==> src/rtl/vp_pkg.sv <==
// Shared types for the value-predictor feedback path: queue entry layout, lane count and
// a saturating counter helper used by the optional statistics (VP_FB_STATS_EN).
package vp_pkg;

    localparam int unsigned VP_NUM_LANES = 2;

    typedef struct packed {
        logic [31:1] pc;
        logic [31:0] result;
        logic        conf;
    } vp_pred_entry_t;

    function automatic logic [31:0] vp_sat_add(input logic [31:0] a, input logic [1:0] b);
        logic [32:0] sum;
        sum = {1'b0, a} + 33'(b);
        return sum[32] ? 32'hFFFF_FFFF : sum[31:0];
    endfunction

endpackage

==> src/rtl/vp_fb_fifo.sv <==
// Two-write / two-read circular queue of pending predictions. Up to two entries are written
// and up to two retired per cycle; the caller guarantees push/pop counts never over/underflow.
module vp_fb_fifo
    import vp_pkg::*;
#(
    parameter int unsigned P_DEPTH = 8,
    localparam int unsigned PtrW = $clog2(P_DEPTH),
    localparam int unsigned CntW = PtrW + 1
) (
    input  logic                 clk_i,
    input  logic                 rst_i,
    input  logic                 clear_i,
    input  logic [1:0]           push_n_i,
    input  vp_pred_entry_t [1:0] push_data_i,
    input  logic [1:0]           pop_n_i,
    output vp_pred_entry_t       head_o,
    output vp_pred_entry_t       head1_o,
    output logic [CntW-1:0]      count_o
);

    vp_pred_entry_t mem_q [P_DEPTH];
    vp_pred_entry_t mem_d [P_DEPTH];
    logic [PtrW-1:0] rd_ptr_q, rd_ptr_d, wr_ptr_q, wr_ptr_d;
    logic [CntW-1:0] count_q, count_d;

    always_comb begin
        mem_d    = mem_q;
        rd_ptr_d = rd_ptr_q + PtrW'(pop_n_i);
        wr_ptr_d = wr_ptr_q + PtrW'(push_n_i);
        count_d  = count_q + CntW'(push_n_i) - CntW'(pop_n_i);
        if (push_n_i != 2'd0) mem_d[wr_ptr_q] = push_data_i[0];
        if (push_n_i == 2'd2) mem_d[wr_ptr_q + PtrW'(1)] = push_data_i[1];
        if (clear_i) begin
            rd_ptr_d = '0;
            wr_ptr_d = '0;
            count_d  = '0;
        end
    end

    always_ff @(posedge clk_i) begin
        if (rst_i) begin
            rd_ptr_q <= '0;
            wr_ptr_q <= '0;
            count_q  <= '0;
        end else begin
            rd_ptr_q <= rd_ptr_d;
            wr_ptr_q <= wr_ptr_d;
            count_q  <= count_d;
        end
    end

    // Payload needs no reset: count_q gates every read.
    always_ff @(posedge clk_i) begin
        mem_q <= mem_d;
    end

    assign head_o  = mem_q[rd_ptr_q];
    assign head1_o = mem_q[rd_ptr_q + PtrW'(1)];
    assign count_o = count_q;

endmodule

==> src/rtl/vp_fb_gen.sv <==
// Value-predictor feedback generator: queues E1 predictions and validates them in order
// against writeback. Optional counters under `VP_FB_STATS_EN`.
module vp_fb_gen
    import vp_pkg::*;
#(
    parameter int unsigned P_DEPTH    = 8,
    parameter int unsigned P_NUM_PRED = 2
) (
    input  logic             clk_i,
    input  logic             rst_i,
    input  logic [1:0][31:1] pred_pc_e1_i,
    input  logic [1:0][31:0] pred_result_e1_i,
    input  logic [1:0]       pred_conf_e1_i,
    input  logic [1:0]       pred_valid_e1_i,
    input  logic [1:0]       pred_en_e1_i,
    input  logic [1:0][31:1] wb_pc_i,
    input  logic [1:0][31:0] wb_result_i,
    input  logic [1:0]       wb_valid_i,
    input  logic             flush_i,
    output logic [1:0][31:1] fb_pc_o,
    output logic [1:0][31:0] fb_actual_o,
    output logic [1:0]       fb_mispredict_o,
    output logic [1:0]       fb_conf_o,
    output logic [1:0]       fb_valid_o,
    output logic             ovf_o
`ifdef VP_FB_STATS_EN
    ,
    output logic [31:0]      stat_hit_o,
    output logic [31:0]      stat_mispred_o,
    output logic [31:0]      stat_drop_o
`endif
);

    localparam int unsigned CntW = $clog2(P_DEPTH) + 1;

    vp_pred_entry_t [1:0] push_data;
    vp_pred_entry_t       head, head1, ent1;
    logic [CntW-1:0]      count, free_slots;
    logic [1:0]           push_mask, n_push, n_pop, push_n, pop_n, match, mis;
    logic                 push_ok;

    logic [1:0][31:1] fb_pc_q, fb_pc_d;
    logic [1:0][31:0] fb_actual_q, fb_actual_d;
    logic [1:0]       fb_mis_q, fb_mis_d, fb_conf_q, fb_conf_d, fb_valid_q, fb_valid_d;
    logic             ovf_q, ovf_d;

    // Compress pushing lanes so the older one always lands in the first free slot.
    always_comb begin
        push_mask    = pred_valid_e1_i & pred_en_e1_i;
        n_push       = {1'b0, push_mask[0]} + {1'b0, push_mask[1]};
        push_data[1] = '{pc: pred_pc_e1_i[1], result: pred_result_e1_i[1],
                         conf: pred_conf_e1_i[1]};
        push_data[0] = push_mask[0] ?
                       '{pc: pred_pc_e1_i[0], result: pred_result_e1_i[0],
                         conf: pred_conf_e1_i[0]} : push_data[1];
    end

    // Only entries present at cycle start (count) are candidates for matching.
    always_comb begin
        match[0]   = wb_valid_i[0] && (count != '0) && (head.pc == wb_pc_i[0]);
        ent1       = match[0] ? head1 : head;
        match[1]   = wb_valid_i[1] && (match[0] ? (count >= CntW'(2)) : (count != '0))
                     && (ent1.pc == wb_pc_i[1]);
        mis[0]     = head.result != wb_result_i[0];
        mis[1]     = ent1.result != wb_result_i[1];
        n_pop      = {1'b0, match[0]} + {1'b0, match[1]};
        free_slots = CntW'(P_DEPTH) - count + CntW'(n_pop);
        push_ok    = CntW'(n_push) <= free_slots;
        push_n     = (flush_i || !push_ok) ? 2'd0 : n_push;
        pop_n      = flush_i ? 2'd0 : n_pop;
    end

    vp_fb_fifo #(
        .P_DEPTH(P_DEPTH)
    ) u_fifo (
        .clk_i      (clk_i),
        .rst_i      (rst_i),
        .clear_i    (flush_i),
        .push_n_i   (push_n),
        .push_data_i(push_data),
        .pop_n_i    (pop_n),
        .head_o     (head),
        .head1_o    (head1),
        .count_o    (count)
    );

    always_comb begin
        fb_pc_d     = fb_pc_q;
        fb_actual_d = fb_actual_q;
        fb_mis_d    = fb_mis_q;
        fb_conf_d   = fb_conf_q;
        fb_valid_d  = flush_i ? 2'b00 : match;
        ovf_d       = !flush_i && !push_ok;
        for (int i = 0; i < VP_NUM_LANES; i++) begin
            if (!flush_i && match[i]) begin
                fb_pc_d[i]     = wb_pc_i[i];
                fb_actual_d[i] = wb_result_i[i];
                fb_mis_d[i]    = mis[i];
                fb_conf_d[i]   = (i == 0) ? head.conf : ent1.conf;
            end
        end
    end

    always_ff @(posedge clk_i) begin
        if (rst_i) begin
            fb_pc_q     <= '0;
            fb_actual_q <= '0;
            fb_mis_q    <= '0;
            fb_conf_q   <= '0;
            fb_valid_q  <= '0;
            ovf_q       <= 1'b0;
        end else begin
            fb_pc_q     <= fb_pc_d;
            fb_actual_q <= fb_actual_d;
            fb_mis_q    <= fb_mis_d;
            fb_conf_q   <= fb_conf_d;
            fb_valid_q  <= fb_valid_d;
            ovf_q       <= ovf_d;
        end
    end

    assign fb_pc_o         = fb_pc_q;
    assign fb_actual_o     = fb_actual_q;
    assign fb_mispredict_o = fb_mis_q;
    assign fb_conf_o       = fb_conf_q;
    assign fb_valid_o      = fb_valid_q;
    assign ovf_o           = ovf_q;

`ifdef VP_FB_STATS_EN
    logic [31:0] stat_hit_q, stat_hit_d, stat_mis_q, stat_mis_d, stat_drop_q, stat_drop_d;
    logic [1:0]  hit_v, mis_v;

    always_comb begin
        hit_v       = fb_valid_d & ~fb_mis_d;
        mis_v       = fb_valid_d & fb_mis_d;
        stat_hit_d  = vp_sat_add(stat_hit_q, {1'b0, hit_v[0]} + {1'b0, hit_v[1]});
        stat_mis_d  = vp_sat_add(stat_mis_q, {1'b0, mis_v[0]} + {1'b0, mis_v[1]});
        stat_drop_d = vp_sat_add(stat_drop_q, ovf_d ? n_push : 2'd0);
    end

    always_ff @(posedge clk_i) begin
        if (rst_i) begin
            stat_hit_q  <= '0;
            stat_mis_q  <= '0;
            stat_drop_q <= '0;
        end else begin
            stat_hit_q  <= stat_hit_d;
            stat_mis_q  <= stat_mis_d;
            stat_drop_q <= stat_drop_d;
        end
    end

    assign stat_hit_o     = stat_hit_q;
    assign stat_mispred_o = stat_mis_q;
    assign stat_drop_o    = stat_drop_q;
`endif

endmodule

==> config.mk <==
export PLATFORM = sky130hd
export DESIGN_NAME = vp_fb_gen
export DESIGN_NICKNAME = d
export VERILOG_FILES = /design/src/rtl/vp_pkg.sv /design/src/rtl/vp_fb_fifo.sv /design/src/rtl/vp_fb_gen.sv
export SDC_FILE = /design/constraint.sdc
export NUM_CORES = 2
export LEC_CHECK = 0
export ABC_AREA = 1
export BUFFER_PORTS_ARGS = -buffer_cell sky130_fd_sc_hd__buf_2
export CAP_MARGIN = 20
export CELL_PAD_IN_SITES_DETAIL_PLACEMENT = 1
export CELL_PAD_IN_SITES_GLOBAL_PLACEMENT = 2
export CORE_ASPECT_RATIO = 2
export CORE_MARGIN = 2
export CORE_UTILIZATION = 32
export DETAILED_ROUTE_END_ITERATION = 8
export PLACE_DENSITY = 0.88
export SLEW_MARGIN = 20
export SYNTH_ARGS = -nofsm -noshare
export SYNTH_HDL_FRONTEND = slang
export SYNTH_SLANG_ARGS = --single-unit
==> constraint.sdc <==
create_clock -name clk_i -period 7.3 [get_ports clk_i]
set_input_delay 1.095 -clock clk_i [delete_from_list [all_inputs] [get_ports clk_i]]
set_output_delay 1.095 -clock clk_i [all_outputs]
set_load 0.02 [all_outputs]
Word-level counts from Yosys, hierarchy flattened --
Cells that the tools add are included.
Cells by class: add/sub/neg operators 10, $mul 0, div/mod/pow operators 0, order comparisons 8, eq/ne operators 5, shifts and indexed selects 0, muxes and demuxes 19, bitwise operators 5, reductions and logical operators 15
Operators with widths (number):
- $bwmux 512 | 2
- $mux 512 | 2
- $mux 64 | 8
- $bmux 64 s3 | 2
- $demux 64 s3 | 2
- $ne 32x32->1 | 2
- $eq 31x31->1 | 2
- $ge 4x4->1 const B | 4
- $not 3->4 | 4
- $logic_and 1x1->1 | 9
- $add 4x2->4 | 2
- $lt 4x1->1 const B | 2
- $add 3x1->3 const B | 2
- $add 3x2->3 | 2
- $add 1x1->2 | 2
- $ge 4x2->1 const B | 1
- $le 2x4->1 | 1
- $mux 2 | 2
- $reduce_bool 4->1 | 1
- $sub 4x2->4 | 1
- $sub 4x4->4 const A | 1
- $and 2x2->2 | 1
- $eq 2x2->1 const B | 1
- $logic_not 1->1 | 2
- 4 further kinds | 4
Storage, ports and cells: bits in registers 655, latch bits 0, memory bits (writable) 0, bits in read-only memories 0, input port bits 263, output and inout port bits 133, word-level logic and storage cells 99, memories 0

Depth between registers and ports, before layout --
word-level depth 19, depth in mapped cells 49

By module --
A second synthesis with hierarchy kept.
Unflattened totals: cell total of the unflattened synthesis 7733, area total of the unflattened synthesis 44784.2 um^2
Modules (own cells, without submodules):
- vp_fb_fifo | times used 1, cells an instance 5952, area each 34944.8 um^2, seq. area each 10450.0 um^2
- vp_fb_gen | times used 1, cells an instance 1781, area each 9839.4 um^2, seq. area each 2662.6 um^2

Worst setup path before layout --
Ideal clock, no wire load.
path type input-to-reg, from input port wb_pc_i[28] (netlist bit), to register u_fifo.mem_q[48] (netlist bit), arrival time 5.600 ns, required time 7.225 ns, setup slack 1.625 ns, cell stages on the path 37, cells stage by stage inv_1 -> nand3_1 -> nand2_1 -> inv_1 -> nand2_1 -> nor2_1 -> nand2_1 -> nor2_4 -> buf_2 -> nand3_1 -> nand3_1 -> nand2_1 -> inv_2 -> nand2_1 -> nor2_1 -> nand2_1 -> nor2_1 -> nand2_1 -> inv_1 -> nand2_1 -> nand2_1 -> ha_1 -> inv_1 -> fa_1 -> inv_1 -> ha_1 -> inv_1 -> nor2_1 -> o2111ai_1 -> nand2_1 -> nor2_1 -> nor2_1 -> nor3_1 -> clkbuf_1 -> clkbuf_1 -> o211ai_1 -> o21ai_0
RTL lines:
- start: declaration | RTL line vp_fb_gen.sv:16 | input logic [1:0][31:1] wb_pc_i,
- end signal: assignment | RTL line vp_fb_fifo.sv:54 | mem_q <= mem_d;
- end: declaration | RTL line vp_fb_fifo.sv:21 | vp_pred_entry_t mem_q [P_DEPTH];

Final worst setup path --
from register u_fifo.rd_ptr_q[0], to register u_fifo.count_q[3], in the netlist u_fifo.count_o[3]
Between the ends: word-level cells in the longest chain between the ends 17, elaborated cells on any way between the ends 25, those cells by class add/sub (5); order compare (1); eq/ne (2); mux (10); bitwise (2); reduce/logical (5)
RTL lines:
- start: declaration | RTL line vp_fb_fifo.sv:23 | logic [PtrW-1:0] rd_ptr_q, rd_ptr_d, wr_ptr_q, wr_ptr_d;
- start signal: assignment | RTL line vp_fb_fifo.sv:46 | rd_ptr_q <= rd_ptr_d;
- $not 3->4 (not written as such) | RTL line vp_fb_fifo.sv:57 | assign head_o = mem_q[rd_ptr_q];
- $bmux 64 s3 | RTL line vp_fb_fifo.sv:57
- $mux 64 (not written as such) (2 in a row) | RTL line vp_fb_fifo.sv:57
- $eq 31x31->1 | RTL line vp_fb_gen.sv:60 | match[0] = wb_valid_i[0] && (count != '0) && (head.pc == wb_pc_i[0]);
- $logic_and 1x1->1 | RTL line vp_fb_gen.sv:60
- $mux 64 or $mux 1 (tied branches) | RTL line vp_fb_gen.sv:61, vp_fb_gen.sv:62
- $eq 31x31->1 or $logic_and 1x1->1 (tied branches) | RTL line vp_fb_gen.sv:63, vp_fb_gen.sv:62
- $logic_and 1x1->1 | RTL line vp_fb_gen.sv:63 | && (ent1.pc == wb_pc_i[1]);
- $add 1x1->2 (*) | RTL line vp_fb_gen.sv:66 | n_pop = {1'b0, match[0]} + {1'b0, match[1]};
- $add 4x2->4 | RTL line vp_fb_gen.sv:67 | free_slots = CntW'(P_DEPTH) - count + CntW'(n_pop);
- $le 2x4->1 | RTL line vp_fb_gen.sv:68 | push_ok = CntW'(n_push) <= free_slots;
- $logic_not 1->1 | RTL line vp_fb_gen.sv:69 | push_n = (flush_i || !push_ok) ? 2'd0 : n_push;
- $logic_or 1x1->1 | RTL line vp_fb_gen.sv:69
- $mux 2 | RTL line vp_fb_gen.sv:69
- $add 4x2->4 | RTL line vp_fb_fifo.sv:30 | count_d = count_q + CntW'(push_n_i) - CntW'(pop_n_i);
- $sub 4x2->4 (*) | RTL line vp_fb_fifo.sv:30
- end signal: assignment | RTL line vp_fb_fifo.sv:48 | count_q <= count_d;
- end: declaration | RTL line vp_fb_fifo.sv:24 | logic [CntW-1:0] count_q, count_d;
Every way passes the cells marked *; elsewhere a longest branch is shown, timed or not. The select of a mux whose other input is x is not followed. A chain may end at the register's enable or synchronous reset.

==> impl_metrics.py <==
metrics = {
    "global_route": {
        "global_route.overflow_total": 0,
        "number_of_global_route_vias_before_repair": 48000,
        "antenna_violations_before_repair": 8,
        "grt_pass1_wl_um": 300400,
        "grt_usage_pct": 31.65,
        "maximum_number_of_pins_on_one_net_before_global_route_repair": 117,
    },
    "floorplanning": {
        "floorplan.die.height_um": 501.7,
        "num_io_pins": 396,
        "floorplan.die_area_um2": 126900,
        "die_width_um": 252.9,
        "floorplan.initialDensity_pct": 32.23,
        "std_cell_rows": 182,
        "coreArea_um2": 123000,
    },
    "worst_hold_path": {
        "hold_depth": 2,
        "worstHoldStart": "fb_mispredict_o[0]",
        "worst_hold_path_type": "flip-flop to flip-flop",
        "timing.hold.worst_endpoint": "fb_mispredict_o[0]",
    },
    "yosys": {
        "synthesis.area_um2": 39630,
        "synth.avg_cell_area_um2": 6.135,
        "post_synth_inst_count": 6460,
        "yosysWarnings": 0,
        "synth-seq-cells": 655,
        "syn_nets": 6742,
        "fraction_of_the_yosys_area_taken_by_sequential_cells_pct": 33.08,
        "synth.lib_cells_used.distinct": 37,
    },
    "clocking": {
        "ctsHtreeMaxLevel": 3,
        "clk_transition_reported_paths_ns": 0.06,
        "cts_root_buffer": "sky130_fd_sc_hd__clkbuf_16",
        "clock_latency_ns": 0.70,
        "tritoncts.num_buffers": 69,
        "post_cts_hold_buffer_count": 0,
        "tritoncts_clock_tree": "built",
        "clock_tree.buffer_depth": 3,
        "sinks_on_the_clock_net": 655,
    },
    "sta": {
        "fin_crit_sh_pct": 95.79,
        "setup-tns-final_ns": 0,
        "final-hold-violation-count": 0,
        "layout_setup_ws_ns": 0.3071,
        "fin_worst_skew_ns": 0.05048,
        "timing.fmax_ghz": 0.1430,
        "setup_viol": 0,
        "finalWorstPathRequiredPeriod_ns": 6.993,
        "worst_pin_slew_ns": 1.050,
        "slew_viol_final": 0,
        "fin_hold_ws_ns": 0.4981,
        "max_slew_margin_pct": 29.23,
    },
    "worst_setup_path": {
        "critPathMaxStageDelay_ns": 0.51,
        "maximum_net_fanout_on_the_critical_path": 16,
        "crit_path_buffers_inverters": 13,
        "rr_startpoint": "u_fifo.rd_ptr_q[0]",
        "number_of_stages_on_the_worst_setup_path": 47,
        "endpoint_kind": "flip-flop",
        "rr_worst_depth": 47,
        "worstSetupPathType": "flip-flop to flip-flop",
        "crit_path_max_delay_cell_type": "sky130_fd_sc_hd__fa_1",
        "timing.critical_path.required_ns": 7.85,
        "worst_path_dominant_cell_family": "simple AND/OR/NAND/NOR gates",
        "critical_path_arrival_ns": 7.54,
        "worstReg2RegEnd": "u_fifo.count_o[3]",
        "setup.worst_path.start_class": "flip-flop",
        "r2r_setup_slack_ns": 0.31,
    },
    "pwr": {
        "power_switching_mw": 4.213,
        "pwr-share-clk_pct": 33.2,
        "power.density_cell_area_nw_per_um2": 235.6,
        "power.sequential.fraction_pct": 38.1,
        "sw_frac_of_total_pct": 36.77,
        "p_int_mw": 7.246,
        "vdd_ir_drop_max_uv": 189.8,
        "power.leakage_nw": 21.80,
        "power.total_mw": 11.46,
        "pwr-share-comb_pct": 28.7,
    },
    "placement": {
        "weighted_congestion_at_the_end_of_routability_driven_global_placement": 1.065,
        "io_buffer_count": 395,
        "dpl_worst_slack_ns": -0.1454,
        "dp_hpwl_um": 149400,
        "placement.cell_area_um2": 45010,
        "placed_cell_count": 8258,
    },
    "routing": {
        "detailroute.via_count": 47400,
        "post_drt_via_cell_ratio": 5.627,
        "postRouteAntennaNets": 0,
        "firstDrtPassIters": 6,
        "detailed_route_wire_length_per_cell_um": 24.65,
        "remaining_drc_errors": 0,
        "wirelength_um": 207700,
        "iteration_0_drc_markers": 3038,
    },
    "run": {
        "maxCapViolations": 0,
    },
    "layout": {
        "multi_input_area_um2": 22840,
        "postLayoutCoreUtil_pct": 39.55,
        "layout.filler_cells": 16110,
        "syn2layout_area_growth_pct": 22.71,
        "final_common_cell": "sky130_fd_sc_hd__nand2_1",
        "area.sequential_um2": 13120,
        "drive_above_1_share_pct": 15.12,
        "nets": 7083,
        "final_cells": 8424,
        "final_cell_mix": "sky130_fd_sc_hd__nand2_1 (1583), sky130_fd_sc_hd__o21ai_0 (899), sky130_fd_sc_hd__nor2_1 (666)",
        "finish.instance_area_um2": 48630,
    },
    "outcome": {
        "run_status": "complete, no violations",
    },
}
## power groups by stage
| stage | Combinational (mW) | Sequential [mW] | Clock (mW) |
|---|---|---|---|
| 5_1_grt | 3.52 | 4.41 | 3.98 |
| 6_report | 3.29 | 4.37 | 3.80 |
| 3_5_place_dp | 3.14 | 4.42 | 0 |
| 2_1_floorplan | 1.66 | 4.32 | 0 |
| 3_3_place_gp | 3.07 | 4.41 | 0 |
| 4_1_cts | 3.17 | 4.35 | 3.87 |
## how the worst max path moves through the flow
stage / from / endpoint / slack (ns)
6_report: u_fifo.rd_ptr_q[0] / u_fifo.count_o[3] / 0.31
5_1_grt: u_fifo.rd_ptr_q[0] / u_fifo.count_o[3] / -0.03
4_1_cts: u_fifo.rd_ptr_q[1] / u_fifo.count_o[3] / 0.009
3_5_place_dp: u_fifo.rd_ptr_q[0] / u_fifo.mem_q[262] / -0.15
3_3_place_gp: wb_pc_i[25] / u_fifo.mem_q[490] / -0.11
2_1_floorplan: wb_pc_i[28] / u_fifo.mem_q[48] / 1.62
## sequential cells by signal, indices dropped and copies added, names as in the netlist
signal           cells
u_fifo.wr_ptr_q      3
u_fifo.count_o       4
ovf_o                1
fb_pc_o             62
u_fifo.rd_ptr_q      3
fb_conf_o            2
u_fifo.mem_q       512
fb_actual_o         64
fb_valid_o           2
fb_mispredict_o      2
## per-layer routing
metal  global-route usage, %  routed length [um]  vias up
li1                        -                   -    22080
met3                   4.111                9059      647
met2                   56.21              102800     1504
met5                       0                   0        -
met1                   30.94               71320    23170
met4                   31.67               24460        0
## cell families after synthesis
| logic type | count (synthesis) | share of synthesized area (%) |
|---|---|---|
| buffers and inverters | 1106 | 10.96 |
| AO/OA/AOI/OAI | 1790 | 25.39 |
| AND/OR/NAND/NOR | 2844 | 28.85 |
| XOR/XNOR | 46 | 1.017 |
| adder cells (fa/ha/maj) | 19 | 0.6945 |
| flip-flops | 655 | 33.08 |
## area by class of cell
class	instances	area share (%)
sequential	655	26.99
tap	1564	4.024
clock buffer	92	4.021
clock inverter	32	0.7332
antenna	6	0.03087
multi-input combinational	4699	46.96
timing repair buffer	759	12.33
timing repair inverter	1	0.03345
inverter	616	4.881
## worst reg2reg max path: cells and delay by family (launching register included)
family / cells / cell delay [ns]
AOI/OAI and AO/OA: 2 / 0.41
adders and majority gates: 5 / 1.72
buffers and inverters: 13 / 1.50
DFF: 1 / 0.39
and+or+nand+nor: 27 / 2.89
## cell usage after synthesis, drive strengths merged
cell type	number	area share, %
nor3	5	0.063
o2111ai	1	0.022
xnor2	19	0.42
nor2	682	6.5
a31oi	22	0.35
nor4	4	0.063
a21oi	287	3.6
o21ai	945	12
nand4	7	0.11
clkinv	38	0.36
clkbuf	346	3.3
nand2	1629	15
or2	5	0.079
o211ai	313	5.9
xor2	27	0.60
a211oi	1	0.019
buf	144	1.9
nand3b	19	0.36
nor3b	1	0.019
inv	578	5.5
nand3	491	6.2
dfxtp	655	33
and2	1	0.016
o21a	1	0.019
ha	14	0.44
a2111oi	1	0.022
fa	5	0.25
o22ai	219	3.5
## what timing repair did
action / in CTS / in global routing
buffers inserted: 0 / 26
endpoints found under the setup margin: 281 / 517
resized for setup: 8 / 173
cloned: 0 / 10
pin swaps: 0 / 36
Note: power is estimated with default switching activity, not from simulation.
